`src/rtl/pipe_hazard_ctrl.sv`:
```
// Hazard detection/control for the 5-stage 16-bit pipeline: load-use stalls and branch/jump flushes.
// Optional macro HZD_PERF_CNT_EN adds saturating stall/flush cycle counters.
module pipe_hazard_ctrl #(
  parameter int unsigned REG_ADDR_W        = 3,
  parameter int unsigned LOAD_STALL_CYCLES = 1,
  parameter int unsigned FLUSH_CYCLES      = 1
) (
  input  logic                  clk_i,
  input  logic                  rst_n,
  input  logic [REG_ADDR_W-1:0] IFID_RSaddr_i,
  input  logic [REG_ADDR_W-1:0] IFID_RTaddr_i,
  input  logic                  IFID_useRS_i,
  input  logic                  IFID_useRT_i,
  input  logic                  IDEX_memRead_i,
  input  logic [REG_ADDR_W-1:0] IDEX_RTaddr_i,
  input  logic                  branch_taken_i,
  input  logic                  jump_i,
`ifdef HZD_PERF_CNT_EN
  output logic [15:0]           stall_cnt_o,
  output logic [15:0]           flush_cnt_o,
`endif
  output logic                  PCwrite_o,
  output logic                  IFID_write_o,
  output logic                  IFID_flush_o,
  output logic                  DHZ_o,
  output logic                  CHZ_o
);

  typedef enum logic [1:0] {
    ST_IDLE  = 2'd0,
    ST_STALL = 2'd1,
    ST_FLUSH = 2'd2
  } state_e;

  // Reload values are only meaningful when the matching cycle count exceeds 1.
  localparam logic [2:0] STALL_RELOAD = (LOAD_STALL_CYCLES > 1) ? 3'(LOAD_STALL_CYCLES - 2) : 3'd0;
  localparam logic [2:0] FLUSH_RELOAD = (FLUSH_CYCLES > 1)      ? 3'(FLUSH_CYCLES - 2)      : 3'd0;
  localparam bit         MULTI_STALL  = (LOAD_STALL_CYCLES > 1);
  localparam bit         MULTI_FLUSH  = (FLUSH_CYCLES > 1);

  state_e     r_state;
  logic [2:0] r_cnt;

  state_e     w_nxt_state;
  logic [2:0] w_nxt_cnt;
  logic       w_lu;
  logic       w_ch;
  logic       w_pc_we;
  logic       w_ifid_we;
  logic       w_ifid_flush;
  logic       w_dhz;
  logic       w_chz;

  assign w_lu = IDEX_memRead_i && (IDEX_RTaddr_i != '0) &&
                ((IFID_useRS_i && (IFID_RSaddr_i == IDEX_RTaddr_i)) ||
                 (IFID_useRT_i && (IFID_RTaddr_i == IDEX_RTaddr_i)));
  assign w_ch = branch_taken_i || jump_i;

  // NOTE: every always_comb output gets a default first so no path leaves it unassigned (no latch).
  always_comb begin
    w_nxt_state  = r_state;
    w_nxt_cnt    = r_cnt;
    w_pc_we      = 1'b1;
    w_ifid_we    = 1'b1;
    w_ifid_flush = 1'b0;
    w_dhz        = 1'b0;
    w_chz        = 1'b0;

    if (w_ch) begin
      // Control hazards win everywhere: a stalled instruction behind a taken branch is wrong-path.
      w_ifid_flush = 1'b1;
      w_chz        = 1'b1;
      w_nxt_state  = MULTI_FLUSH ? ST_FLUSH : ST_IDLE;
      w_nxt_cnt    = FLUSH_RELOAD;
    end else begin
      unique case (r_state)
        ST_IDLE: begin
          if (w_lu) begin
            w_pc_we     = 1'b0;
            w_ifid_we   = 1'b0;
            w_dhz       = 1'b1;
            w_nxt_state = MULTI_STALL ? ST_STALL : ST_IDLE;
            w_nxt_cnt   = STALL_RELOAD;
          end
        end
        ST_STALL: begin
          w_pc_we   = 1'b0;
          w_ifid_we = 1'b0;
          w_dhz     = 1'b1;
          if (r_cnt == 3'd0) w_nxt_state = ST_IDLE;
          else               w_nxt_cnt   = r_cnt - 3'd1;
        end
        ST_FLUSH: begin
          w_ifid_flush = 1'b1;
          w_chz        = 1'b1;
          if (r_cnt == 3'd0) w_nxt_state = ST_IDLE;
          else               w_nxt_cnt   = r_cnt - 3'd1;
        end
        default: begin
          w_nxt_state = ST_IDLE;
          w_nxt_cnt   = 3'd0;
        end
      endcase
    end
  end

  // NOTE: sequential state uses non-blocking assignments so all flops update from pre-edge values.
  always_ff @(posedge clk_i or negedge rst_n) begin
    if (!rst_n) begin
      r_state <= ST_IDLE;
      r_cnt   <= 3'd0;
    end else begin
      r_state <= w_nxt_state;
      r_cnt   <= w_nxt_cnt;
    end
  end

  // Outputs are forced low for as long as reset is held, not just at the next edge.
  assign PCwrite_o    = rst_n & w_pc_we;
  assign IFID_write_o = rst_n & w_ifid_we;
  assign IFID_flush_o = rst_n & w_ifid_flush;
  assign DHZ_o        = rst_n & w_dhz;
  assign CHZ_o        = rst_n & w_chz;

`ifdef HZD_PERF_CNT_EN
  logic [15:0] r_stall_cnt;
  logic [15:0] r_flush_cnt;

  always_ff @(posedge clk_i or negedge rst_n) begin
    if (!rst_n) begin
      r_stall_cnt <= 16'd0;
      r_flush_cnt <= 16'd0;
    end else begin
      if (w_dhz && (r_stall_cnt != 16'hFFFF)) r_stall_cnt <= r_stall_cnt + 16'd1;
      if (w_chz && (r_flush_cnt != 16'hFFFF)) r_flush_cnt <= r_flush_cnt + 16'd1;
    end
  end

  assign stall_cnt_o = r_stall_cnt;
  assign flush_cnt_o = r_flush_cnt;
`endif

endmodule
```
`config.mk`:
```
export PLATFORM = sky130hd
export DESIGN_NAME = pipe_hazard_ctrl
export DESIGN_NICKNAME = d
export VERILOG_FILES = /design/src/rtl/pipe_hazard_ctrl.sv
export SDC_FILE = /design/constraint.sdc
export NUM_CORES = 1
export LEC_CHECK = 0
export ABC_CLOCK_PERIOD_IN_PS = 920
export CORE_AREA = 2 2 39 41
export DETAILED_ROUTE_END_ITERATION = 10
export DIE_AREA = 0 0 41 43
export GPL_TIMING_DRIVEN = 0
export PLACE_DENSITY = 0.54
export SYNTH_ARGS = -nofsm -noshare
export SYNTH_HDL_FRONTEND = slang
export SYNTH_SLANG_ARGS = --single-unit
```
`constraint.sdc`:
```
create_clock -name clk_i -period 0.92 [get_ports clk_i]
set_input_delay 0.184 -clock clk_i [delete_from_list [all_inputs] [get_ports clk_i]]
set_output_delay 0.184 -clock clk_i [all_outputs]
set_load 0.05 [all_outputs]
```
==> results.json <==
{
  "grt_pass1_vias": 212,
  "io_pins": 21,
  "required_ps": 740,
  "syn_nets": 32,
  "die_x_um": 41,
  "power_frac_comb_pct": 100.0,
  "status": "finished, violations left",
  "hold_viol": 0,
  "utilization_pct": 33.5,
  "p_sw_share_pct": 42.0,
  "die-area_um2": 1760,
  "worstSetupPathType": "primary input to output pin",
  "fill_cells": 152,
  "viasPerCell": 3.70,
  "switching_power_w": 0.000101,
  "vias": 196,
  "grt_max_degree": 4,
  "report.final.slew_viol_count": 0,
  "hp-class": "primary input to output pin",
  "yosys.area.top_type": "xnor2_1",
  "nNetsFinal": 55,
  "finalWirelength_um": 475,
  "post_dp_cell_area_um2": 389,
  "cp_common_cell": "buf_8",
  "antenna_found_initial": 0,
  "core-area_um2": 1380,
  "fin_area_um2": 463,
  "routedWlPerCell_um": 8.96,
  "num-clock-buffers": 0,
  "setup_ws_ps": -345,
  "port_buffers": 20,
  "power_frac_clock_pct": 0,
  "drc": 0,
  "grt_usage_pct": 5.92,
  "synth_area_leaders": "xnor2_1 45%, buf_4 13%, nand4_1 11%, nor2b_1 11%, o311ai_1 7.5%",
  "start_util_pct": 8.41,
  "ir_drop_v": 0.000160,
  "globalplace.congestion": 0.573,
  "drive_above_1_share_pct": 86.5,
  "power_leakage_nw": 0.211,
  "final_antenna_net_count": 0,
  "cp_top_family": "buffers and inverters",
  "worstSetupStartpointType": "primary input",
  "rows": 14,
  "cpMaxStageDelayCell": "a21oi_2",
  "slew_headroom_pct": 85.0,
  "areaGrowthSynthToFinish_pct": 298,
  "cp-startpoint": "IDEX_RTaddr_i[0]",
  "worstSetupPathDepth": 7,
  "violations": "negative setup slack",
  "synth.distinct_cells": 8,
  "grt_pass1_wl_um": 779,
  "multi_input_area_um2": 193,
  "critPathCapture": "PCwrite_o",
  "overflow": 0,
  "max_freq_mhz": 790,
  "worstMarginPinSlew_ps": 224,
  "crit_fanout": 3,
  "critPathCaptureType": "output pin",
  "crit_chain": "buf_8 > xnor2_2 > nand4_1 > a21oi_2 > nor2b_4 > buf_6 > buf_8",
  "firstDrtPassIters": 1,
  "ys_seq_area_share_pct": 0,
  "seqPwrFrac_pct": 0,
  "synth_commonest_cells": "6 x xnor2_1, 2 x buf_4, 2 x nand4_1, 2 x nor2b_1",
  "synthesis.area_um2": 116,
  "ff_latch_area_um2": 0,
  "power.internal_w": 0.000139,
  "yosysTopAreaCellShare_pct": 45.2,
  "seq_cell_count": 0,
  "powerDensity_nw_per_um2": 518,
  "min_period_ps": 1270,
  "avgSynthCellArea_um2": 7.27,
  "drt_iter0_markers": 0,
  "report.final.setup_viol": 4,
  "worst-path-buf-inv": 3,
  "ys_warn_count": 0,
  "rsz0062_at_grt": "yes",
  "period_share_pct": 138,
  "arrival_ps": 1080,
  "maxCapViolations": 0,
  "antenna_cells": 0,
  "yosysMostFrequentCell": "xnor2_1",
  "slowest_delay_ps": 210,
  "chipHeight_um": 43,
  "syn_inst": 16
}
-- what timing repair did --
item,in CTS,in global routing
cloned,0,0
pin swaps,12,7
hold endpoints to repair,0,0
endpoints found under the setup margin,5,5
hold buffers,0,0
buffers inserted,1,1
gates resized for setup,100,6
-- worst min-delay path: stages --
cell	delay (ps)
clkbuf_2	100
nor2b_4	130
buf_6	140
-- metrics by stage --
stage	power [W]	TNS (ps)	setup slack, ps	cells	hold WS (ps)
3_3_place_gp	0.000202	-6120	-1480	52	1640
2_1_floorplan	0.0000993	-617	-306	16	529
4_1_cts	0.000231	-1070	-358	53	852
3_5_place_dp	0.000202	-6200	-1510	52	1630
5_1_grt	0.000252	-1250	-410	53	753
6_report	0.000240	-1040	-345	53	735
-- layout by cell type, fill, tap and decap left out --
cell type      n
and2_4         1
nand4_1        2
a21oi_2        1
dlygate4sd2_1  3
buf_2          3
buf_8          5
buf_6          9
nor2b_4        2
buf_4          1
nor2_4         1
xnor2_2        6
buf_12         1
o311ai_4       1
clkbuf_2       1
-- power groups by stage --
stage                     Sequential [W]  Clock (W)  Combinational, W
after floorplan                        0          0         0.0000993
after global placement                 0          0          0.000202
after detailed placement               0          0          0.000202
after CTS                              0          0          0.000231
after global routing                   0          0          0.000252
final                                  0          0          0.000240
-- logic make-up after synthesis --
logic type	share of synthesized area [%]
and+or+nand+nor	30.1
xor gates and xnor gates	45.2
AOI/OAI and AO/OA	11.8
buffers and inverters	12.9
-- layout make-up --
class	count	share of cell area [%]
repair buffers	21	49.2
multi-input cells	14	41.6
plain buffers	2	4.86
well taps	16	4.32
-- how the worst min path moves through the flow --
| stage | cells past startpoint | slack [ps] | to | from |
|---|---|---|---|---|
| floorplan | 1 | 530 | CHZ_o | rst_n |
| global placement | 3 | 1640 | CHZ_o | rst_n |
| detailed placement | 3 | 1630 | CHZ_o | rst_n |
| CTS | 3 | 850 | CHZ_o | rst_n |
| global route | 3 | 750 | DHZ_o | rst_n |
| finish | 3 | 730 | CHZ_o | rst_n |
-- routing by layer --
layer / global-route usage, % / up-vias / share of wire [%] / routed length, um
met2: 11.3 / 16 / 54 / 255
met4: 0 / 0 / 0 / 0
met3: 1.57 / 0 / 18 / 87
met1: 6.43 / 83 / 28 / 131
li1: - / 97 / - / -
met5: 0 / - / 0 / 0
(Power assumes the default switching activity.)
